<file path="config.mk">
export PLATFORM = sky130hd
export DESIGN_NAME = imm_gen_pipe
export DESIGN_NICKNAME = d
export VERILOG_FILES = /design/src/rtl/imm_gen_pipe.sv
export SDC_FILE = /design/constraint.sdc
export NUM_CORES = 1
export LEC_CHECK = 0
export CORE_MARGIN = 5
export CORE_UTILIZATION = 55
export CTS_CLUSTER_DIAMETER = 30
export DETAILED_ROUTE_END_ITERATION = 7
export HOLD_SLACK_MARGIN = 0.06
export PLACE_DENSITY = 0.85
export SLEW_MARGIN = 40
export SYNTH_ARGS = -nofsm -noshare
export SYNTH_HDL_FRONTEND = slang
export SYNTH_SLANG_ARGS = --single-unit
</file>
<file path="constraint.sdc">
create_clock -name clk -period 3.7 [get_ports clk]
set_input_delay 0.37 -clock clk [delete_from_list [all_inputs] [get_ports clk]]
set_output_delay 0.37 -clock clk [all_outputs]
set_load 0.05 [all_outputs]
</file>
<file path="src/rtl/imm_gen_pipe.sv">
// imm_gen_pipe: pipelined RV32/RV64 immediate generator.
// One registered output stage plus one skid entry, valid/ready on both sides.
module imm_gen_pipe #(
    parameter int XLEN  = 32,
    parameter int CNT_W = 16
) (
    input  logic             clk,
    input  logic             rst_n,
    input  logic             flush,
    input  logic             in_valid,
    output logic             in_ready,
    input  logic [31:0]      in_instr,
    input  logic             in_zext,
    output logic             out_valid,
    input  logic             out_ready,
    output logic [XLEN-1:0]  out_imm,
    output logic [2:0]       out_fmt,
    output logic             out_illegal,
    output logic [CNT_W-1:0] ill_count
);

    localparam logic [2:0] F_I   = 3'd0;
    localparam logic [2:0] F_S   = 3'd1;
    localparam logic [2:0] F_B   = 3'd2;
    localparam logic [2:0] F_U   = 3'd3;
    localparam logic [2:0] F_J   = 3'd4;
    localparam logic [2:0] F_SH  = 3'd5;
    localparam logic [2:0] F_ILL = 3'd7;

    logic [6:0]      opc;
    logic [2:0]      f3;
    logic            sgn;
    logic [XLEN-1:0] d_imm;
    logic [2:0]      d_fmt;
    logic            d_ill;
    logic [31:0]     raw;
    logic [5:0]      shamt;

    logic            skid_valid;
    logic [XLEN-1:0] skid_imm;
    logic [2:0]      skid_fmt;
    logic            skid_ill;

    logic            acc;
    logic            out_free;
    logic            skid_nxt;

    assign opc = in_instr[6:0];
    assign f3  = in_instr[14:12];
    assign sgn = in_instr[31];

    // Shift amount is 5 bits on RV32 and 6 bits on RV64.
    assign shamt = (XLEN == 64) ? in_instr[25:20]
                                : {1'b0, in_instr[24:20]};

    // Decode the opcode into a format and a 32-bit signed immediate,
    // then widen; only the I-type zext and SHAMT rows zero-extend.
    always_comb begin
        raw   = 32'h0;
        d_imm = '0;
        d_fmt = F_ILL;
        d_ill = 1'b1;
        case (opc)
            7'b0010011, 7'b0000011, 7'b1100111, 7'b1110011: begin
                d_ill = 1'b0;
                if (opc == 7'b0010011 && (f3 == 3'b001 || f3 == 3'b101)) begin
                    d_fmt = F_SH;
                    d_imm = XLEN'(shamt);
                end else begin
                    d_fmt = F_I;
                    raw   = {{20{sgn}}, in_instr[31:20]};
                    d_imm = in_zext ? XLEN'(in_instr[31:20])
                                    : XLEN'($signed(raw));
                end
            end
            7'b0100011: begin
                d_ill = 1'b0;
                d_fmt = F_S;
                raw   = {{20{sgn}}, in_instr[31:25], in_instr[11:7]};
                d_imm = XLEN'($signed(raw));
            end
            7'b1100011: begin
                d_ill = 1'b0;
                d_fmt = F_B;
                raw   = {{19{sgn}}, in_instr[31], in_instr[7],
                         in_instr[30:25], in_instr[11:8], 1'b0};
                d_imm = XLEN'($signed(raw));
            end
            7'b0110111, 7'b0010111: begin
                d_ill = 1'b0;
                d_fmt = F_U;
                raw   = {in_instr[31:12], 12'h0};
                d_imm = XLEN'($signed(raw));
            end
            7'b1101111: begin
                d_ill = 1'b0;
                d_fmt = F_J;
                raw   = {{11{sgn}}, in_instr[31], in_instr[19:12],
                         in_instr[20], in_instr[30:21], 1'b0};
                d_imm = XLEN'($signed(raw));
            end
            default: begin
                d_ill = 1'b1;
                d_fmt = F_ILL;
                d_imm = '0;
            end
        endcase
    end

    // Handshake bookkeeping: output slot frees when empty or draining;
    // skid holds a result whenever the output slot cannot take it.
    always_comb begin
        acc      = in_valid & in_ready & ~flush;
        out_free = ~out_valid | out_ready;
        if (skid_valid) begin
            skid_nxt = out_free ? acc : 1'b1;
        end else begin
            skid_nxt = acc & ~out_free;
        end
    end

    // Output register and skid entry; skid drains first to keep order.
    always_ff @(posedge clk) begin
        if (!rst_n) begin
            out_valid   <= 1'b0;
            out_imm     <= '0;
            out_fmt     <= '0;
            out_illegal <= 1'b0;
            skid_valid  <= 1'b0;
            skid_imm    <= '0;
            skid_fmt    <= '0;
            skid_ill    <= 1'b0;
            in_ready    <= 1'b0;
        end else if (flush) begin
            out_valid  <= 1'b0;
            skid_valid <= 1'b0;
            in_ready   <= 1'b1;
        end else begin
            in_ready   <= ~skid_nxt;
            skid_valid <= skid_nxt;
            if (out_free) begin
                if (skid_valid) begin
                    out_valid   <= 1'b1;
                    out_imm     <= skid_imm;
                    out_fmt     <= skid_fmt;
                    out_illegal <= skid_ill;
                end else begin
                    out_valid <= acc;
                    if (acc) begin
                        out_imm     <= d_imm;
                        out_fmt     <= d_fmt;
                        out_illegal <= d_ill;
                    end
                end
            end
            if (acc && !(out_free && !skid_valid)) begin
                skid_imm <= d_imm;
                skid_fmt <= d_fmt;
                skid_ill <= d_ill;
            end
        end
    end

    // Saturating count of accepted illegal opcodes; survives flush.
    always_ff @(posedge clk) begin
        if (!rst_n) begin
            ill_count <= '0;
        end else if (acc && d_ill && ill_count != '1) begin
            ill_count <= ill_count + 1'b1;
        end
    end

endmodule

</file>
==> results of run 1 <==
[how the worst max path moves through the flow]
stage / from / end / slack (ns) / depth (start not counted)
after floorplan: ill_count[6] / ill_count[1] / 1.64 / 6
after global placement: in_instr[2] / ill_count[12] / 0.94 / 6
after detailed placement: in_instr[2] / ill_count[12] / 0.86 / 6
after CTS: in_instr[2] / ill_count[12] / 1.24 / 6
after global routing: in_instr[2] / ill_count[12] / 1.05 / 6
final: in_instr[2] / ill_count[12] / 1.19 / 6
[per-layer routing]
metal	vias to the layer above	routed length, µm	track usage, %
li1	2138	-	-
met1	2132	5267	32.62
met2	256	5911	39.82
met3	33	1105	6.241
met4	0	281	9.559
met5	-	0	0
[cell families (layout without fill, tap and decap cells)]
family                   Yosys count  after routing
adder cells (fa/ha/maj)            1              1
flip-flops                        91             91
buffers and inverters             51            121
AND/OR/NAND/NOR                  209            209
XOR/XNOR                           3              3
multiplexers                       8              8
AO/OA/AOI/OAI                    177            177
[sequential cells by signal (all words and copies together) (netlist names)]
signal       flops
out_imm         32
skid_imm        32
ill_count       16
out_fmt          3
skid_fmt         3
in_ready         1
out_illegal      1
out_valid        1
skid_ill         1
skid_valid       1
[worst min-delay path, cell delays in order (launching register included)]
cell	delay [ns]
dfxtp_1	0.32
nand2_1	0.05
a21oi_1	0.05
[synthesized netlist by cell type, drive strengths merged, types with 2 or more instances]
library cell / number / share of area (%)
a21o: 2 / 0.34
a21oi: 29 / 3.4
a311oi: 24 / 4.8
a31oi: 23 / 3.3
and2: 3 / 0.48
and3: 5 / 0.71
and3b: 2 / 0.40
and4bb: 2 / 0.57
buf: 21 / 2.7
clkbuf: 25 / 2.1
dfxtp: 91 / 42
inv: 5 / 0.43
mux2i: 8 / 1.8
nand2: 58 / 5.0
nand2b: 7 / 1.0
nand3: 16 / 1.8
nand3b: 3 / 0.51
nand4: 5 / 0.71
nand4b: 3 / 0.60
nor2: 33 / 2.9
nor2b: 4 / 0.57
nor3: 19 / 2.3
nor3b: 2 / 0.34
nor4: 4 / 0.57
o21ai: 76 / 8.8
o221a: 2 / 0.51
o22ai: 3 / 0.57
o311ai: 3 / 0.60
o31ai: 9 / 1.5
or2: 6 / 0.86
or3: 28 / 4.0
or4: 7 / 1.2
xor2: 2 / 0.40
[power breakdown]
group | switching (mW) | internal, mW
logic | 0.178 | 0.105
registers | 0.0139 | 1.00
clock network | 0.371 | 0.249
[area by class of cell]
cell class | count | area [µm²] | area share, %
Multi-Input combinational cell | 398 | 2351 | 42.94
Sequential cell | 91 | 1822 | 33.27
Timing Repair Buffer | 100 | 978.4 | 17.87
Clock buffer | 10 | 127.6 | 2.331
Tap cell | 102 | 127.6 | 2.331
Clock inverter | 6 | 47.55 | 0.8684
Inverter | 5 | 21.27 | 0.3885
[through the flow]
step / hold WS [ns] / utilization [%]
CTS: 0.4610 / 70.49
finish: 0.4605 / 70.49
detailed placement: 0.4435 / 68.23
global route: 0.4933 / 70.49
floorplan: 0.4248 / -
global placement: 0.4349 / 68.20
==> impl_metrics.py, run 1 <==
metrics = {
    "global_route": {
        "first_global_vias": 4284,
        "overflow": 0,
        "antenna_found_initial": 0,
        "grt_pass1_wl_um": 20270,
        "groute.usage.overall_pct": 24.99,
        "maximum_number_of_pins_on_one_net_before_global_route_repair": 54,
    },
    "sta": {
        "timing.final.crit_period_ns": 2.512,
        "timing_worst_slew_pin_value_ns": 0.7131,
        "fin_worst_skew_ns": 0.01016,
        "setup_tns_ns": 0,
        "number_of_setup_violations_in_the_final_report": 0,
        "timing.slew.headroom_pct": 52.20,
        "worst_slack_ns": 1.188,
        "period_share_pct": 67.88,
        "rsz_0062_raised_after_global_routing": "no",
        "max_slew_violation_count": 0,
        "timing_limited_maximum_frequency_ghz": 0.3982,
        "final-hold-violation-count": 0,
    },
    "placement": {
        "port-buffer-count": 91,
        "dp.cells": 696,
        "gp_routability_congestion": 0.9150,
        "post-place-ws_ns": 0.8631,
        "detailedPlacementHpwl_um": 8449,
        "dpl_cell_area_um2": 5300,
    },
    "run": {
        "max_cap_viol_count": 0,
    },
    "clocking": {
        "worstSkewPairLatency_ns": 0.37,
        "post_cts_hold_buffer_count": 0,
        "resize_count_post_cts": 0,
        "cts_post_setup_buffers_inserted": 0,
        "cts.htree.levels": 3,
        "clkSinkCount": 91,
        "clock_tree_from_tritoncts": "built",
        "cts.clk_slew.worst_paths_ns": 0.09,
        "root_buffer": "clkbuf_8",
        "cts_made_buffers": 9,
        "clockBufferDepth": 2,
    },
    "min_path": {
        "worstHoldStart": "skid_imm[31]",
        "worstHoldPathType": "flop to flop",
        "min_to": "skid_imm[31]",
        "hold_path_depth": 2,
    },
    "critical_path": {
        "max_stage_delay_ns": 0.86,
        "critical_path_buf_inv_count": 1,
        "crit_family": "buffers and inverters",
        "critical_path.cell_chain": "clkdlybuf4s50_1 -> mux2i_1 -> a41oi_2 -> nand2_2 -> or3_1 -> o221a_2",
        "start_kind": "input pin",
        "worstReg2RegStart": "skid_valid",
        "crit_fanout": 21,
        "cp.required_ns": 3.97,
        "arrival_worst_endpoint_ns": 2.78,
        "cpMaxStageDelayCell": "clkdlybuf4s50_1",
        "worstReg2RegEnd": "out_imm[22]",
        "setup.worst_path.class": "input pin to flop",
        "reg2reg_setup_slack_ns": 1.35,
        "cp-end-kind": "flop",
        "ff2ff_path_depth": 6,
    },
    "logic_synthesis": {
        "netlist_instances": 540,
        "synthesized_flop_and_latch_total": 91,
        "combinational_family_with_the_most_area_after_synthesis": "compound AO/OA/AOI/OAI gates",
        "post_synth_instance_area_um2": 4387,
        "yosys.area_share.simple_pct": 24.96,
        "post_synthesis_mux_area_share_pct": 1.825,
        "synth_area_in_compound_gates_pct": 25.56,
        "synth_enable_flop_cells": 0,
        "fraction_of_the_mapped_netlist_area_in_adder_cells_pct": 0.2852,
        "yosysWarnings": 0,
        "ys_seq_area_share_pct": 41.53,
        "avgSynthCellArea_um2": 8.124,
        "most_used_flip_flop_cell_after_synthesis": "dfxtp_1",
        "ys_types": 56,
        "synth.net_count": 579,
        "asyncSetResetFlopFracSynth_pct": 0,
        "yosys.area_share.xor_xnor_pct": 0.5990,
    },
    "layout": {
        "stdcell_count": 712,
        "design_area_um2": 5475,
        "layout-drive-gt1-share_pct": 7.541,
        "layout_area_overhead_pct": 24.81,
        "n_fill_cell": 611,
        "final_cell_mix": "dfxtp_1 (91), clkdlybuf4s50_1 (91), o21ai_0 (72)",
        "final_nets": 644,
        "insertedDiodeCount": 0,
    },
    "detailed_routing": {
        "num_vias": 4559,
        "wl_per_cell_um": 17.65,
        "drcViolationCount": 0,
        "drt-initial-drc-count": 437,
        "wl_um": 12570,
        "drtAntennaViolNets": 0,
        "avgViaCountPerCell": 6.403,
        "detailedRoute.firstPassIterationCount": 5,
    },
    "floorplanning": {
        "die_area_um2": 9861,
        "number_of_rows_created_at_floorplan": 32,
        "die_x_extent_um": 99.31,
        "ios": 92,
        "effective_utilization_at_floorplan_pct": 56.48,
        "design.core.area_um2": 7767,
        "die_y_um": 99.31,
    },
    "pwr": {
        "design_power_total_mw": 1.918,
        "peakVddDrop_uv": 177.4,
        "powerDensity_nw_per_um2": 350.3,
        "power_leakage_nw": 1.691,
    },
    "outcome": {
        "status": "finished, final reports clean",
    },
}
(Power assumes the default switching activity.)
==> run 2, diff against run 1 <==
CORE_UTILIZATION = 46   (was 55)
PLACE_DENSITY = 0.76   (was 0.85)
clock period = 2.3 ns   (was 3.7 ns; I/O delays follow)
==> run 2 against run 1 <==
  * Highest routed layer unchanged
  * Cell area increased by 5.4%
  * First-iteration DRC count down 45%
  * Clock power is 61% higher
  * Global-route usage decreased by 3.6 points
  * Utilization decreased by 8.3 points
  * Worst hold slack lost 0.0031 ns
  * Clock-buffer cell count down 1
  * Critical path depth did not move
  * Critical endpoint unchanged
  * Sequential share of layout area down 1.7 points
  * Non-clock buffer count rose by 24
==> impl_metrics.py, run 2 (same netlist as run 1, synthesis figures left out) <==
metrics = {
    "critical_path": {
        "setup.worst_path.class": "input pin to flop",
        "worstReg2RegStart": "ill_count[2]",
        "cp.required_ns": 2.54,
        "start_kind": "input pin",
        "startpoint": "in_instr[4]",
        "reg2reg_setup_slack_ns": 0.33,
        "crit_fanout": 17,
        "worst_setup_endpoint": "ill_count[12]",
        "ff2ff_path_depth": 5,
        "cp-end-kind": "flop",
        "worstReg2RegEnd": "ill_count[15]",
        "arrival_worst_endpoint_ns": 2.24,
    },
    "clocking": {
        "clockBufferDepth": 2,
        "clkSinkCount": 91,
        "clock_tree_from_tritoncts": "built",
        "cts.clk_slew.worst_paths_ns": 0.09,
        "post_cts_hold_buffer_count": 0,
        "root_buffer": "clkbuf_8",
        "resize_count_post_cts": 0,
        "worstSkewPairLatency_ns": 0.36,
        "cts_post_setup_buffers_inserted": 0,
        "cts.htree.levels": 3,
        "cts_made_buffers": 9,
    },
    "detailed_routing": {
        "avgViaCountPerCell": 5.866,
        "detailedRoute.firstPassIterationCount": 5,
        "wl_per_cell_um": 16.36,
        "wl_um": 12470,
        "drt-initial-drc-count": 242,
        "drtAntennaViolNets": 0,
        "num_vias": 4470,
        "drcViolationCount": 0,
    },
    "layout": {
        "final_nets": 668,
        "layout-drive-gt1-share_pct": 11.06,
        "layout_area_overhead_pct": 31.57,
        "multi_input_comb_area_um2": 2351,
        "n_fill_cell": 838,
        "sequential_standard_cell_area_um2": 1822,
        "final_cell_mix": "dfxtp_1 (91), clkdlybuf4s50_1 (91), o21ai_0 (72)",
        "insertedDiodeCount": 0,
        "biggestRegsByFlops": "out_imm x32, skid_imm x32, ill_count x16",
    },
    "sta": {
        "timing_worst_slew_pin_value_ns": 0.5321,
        "final-hold-violation-count": 0,
        "rsz_0062_raised_after_global_routing": "no",
        "setup_tns_ns": 0,
        "timing.final.crit_period_ns": 2.002,
        "max_slew_violation_count": 0,
        "final.hold.worst_slack_ns": 0.4574,
        "fin_worst_skew_ns": 0.01683,
        "number_of_setup_violations_in_the_final_report": 0,
        "timing.slew.headroom_pct": 64.41,
        "timing_limited_maximum_frequency_ghz": 0.4994,
        "period_share_pct": 87.05,
    },
    "pwr": {
        "powerDensity_nw_per_um2": 540.3,
        "netSwitchingFraction_pct": 29.25,
        "peakVddDrop_uv": 292.9,
        "sequentialPowerShare_pct": 52.3,
        "power_report.internal_total_mw": 2.207,
        "share_clk_of_total_power_pct": 32.1,
        "power_leakage_nw": 1.849,
        "net_sw_power_mw": 0.9122,
        "comb_power_share_pct": 15.6,
    },
    "floorplanning": {
        "die_area_um2": 11590,
        "die_x_extent_um": 107.7,
        "ios": 92,
        "effective_utilization_at_floorplan_pct": 47.25,
        "number_of_rows_created_at_floorplan": 35,
        "die_y_um": 107.7,
        "design.core.area_um2": 9284,
    },
    "placement": {
        "gp_routability_congestion": 0.8929,
        "port-buffer-count": 91,
        "detailedPlacementHpwl_um": 8666,
    },
    "run": {
        "max_cap_viol_count": 0,
    },
    "global_route": {
        "grt_pass1_wl_um": 20600,
        "groute.usage.overall_pct": 21.42,
        "antenna_found_initial": 0,
        "maximum_number_of_pins_on_one_net_before_global_route_repair": 62,
        "first_global_vias": 4221,
        "overflow": 0,
    },
    "outcome": {
        "status": "finished, final reports clean",
    },
    "min_path": {
        "worstHoldPathType": "flop to flop",
    },
}
[run 2: worst min path at each step]
stage,to,slack [ns],cells after the start,start
after floorplan,out_valid,0.31,1,flush
after global placement,skid_imm[10],0.43,2,skid_imm[10]
after detailed placement,skid_imm[5],0.44,2,skid_imm[5]
after CTS,skid_imm[1],0.45,3,in_instr[8]
after global routing,skid_imm[1],0.46,3,in_instr[8]
final,skid_imm[7],0.46,2,skid_imm[7]
[run 2: metal layers]
layer	GRT usage [%]	part of all wire (%)	vias up
li1	-	-	2178
met1	29.02	47	2122
met3	3.959	6.5	14
met4	5.861	0.87	0
met5	0	0	-
met2	34.95	46	156
[run 2: power groups by stage]
stage               Combinational (mW)  Sequential [mW]  Clock (mW)
detailed placement               0.484             1.67           0
floorplan                        0.162             1.78           0
CTS                              0.486             1.63        1.01
finish                           0.487             1.63        1.00
global placement                 0.479             1.67           0
global route                     0.517             1.64        1.08
[run 2: area by class of cell]
class | instances | area share, %
well taps | 129 | 2.796
inverters | 5 | 0.3252
flip-flops and latches | 91 | 31.56
repair buffers | 124 | 21.59
clock inverters | 6 | 0.8454
clock buffers | 9 | 2.146
multi-input cells | 398 | 40.73
[run 2: critical path: stages]
cell and delay, ns:
clkdlybuf4s50_1 0.60, mux2i_1 0.17, a41oi_2 0.26, nand2_2 0.24, or3_1 0.45, o221a_2 0.30
[run 2: stage by stage]
stage | cells | worst slack (ns) | power (mW) | instance area, µm² | util (%)
floorplan | 540 | 0.2432 | 1.937 | 4387 | -
detailed placement | 747 | -0.02308 | 2.151 | 5599 | 60.31
CTS | 762 | 0.3317 | 3.128 | 5772 | 62.17
finish | 762 | 0.2977 | 3.119 | 5772 | 62.17
global placement | 747 | 0.04397 | 2.147 | 5599 | 60.31
global route | 762 | 0.1287 | 3.231 | 5772 | 62.17
==> run 3, diff against run 2 <==
HOLD_SLACK_MARGIN = not set   (was 0.06)
==> results of run 3 <==
The final DEF is identical to that of run 2; final timing and power are the same.
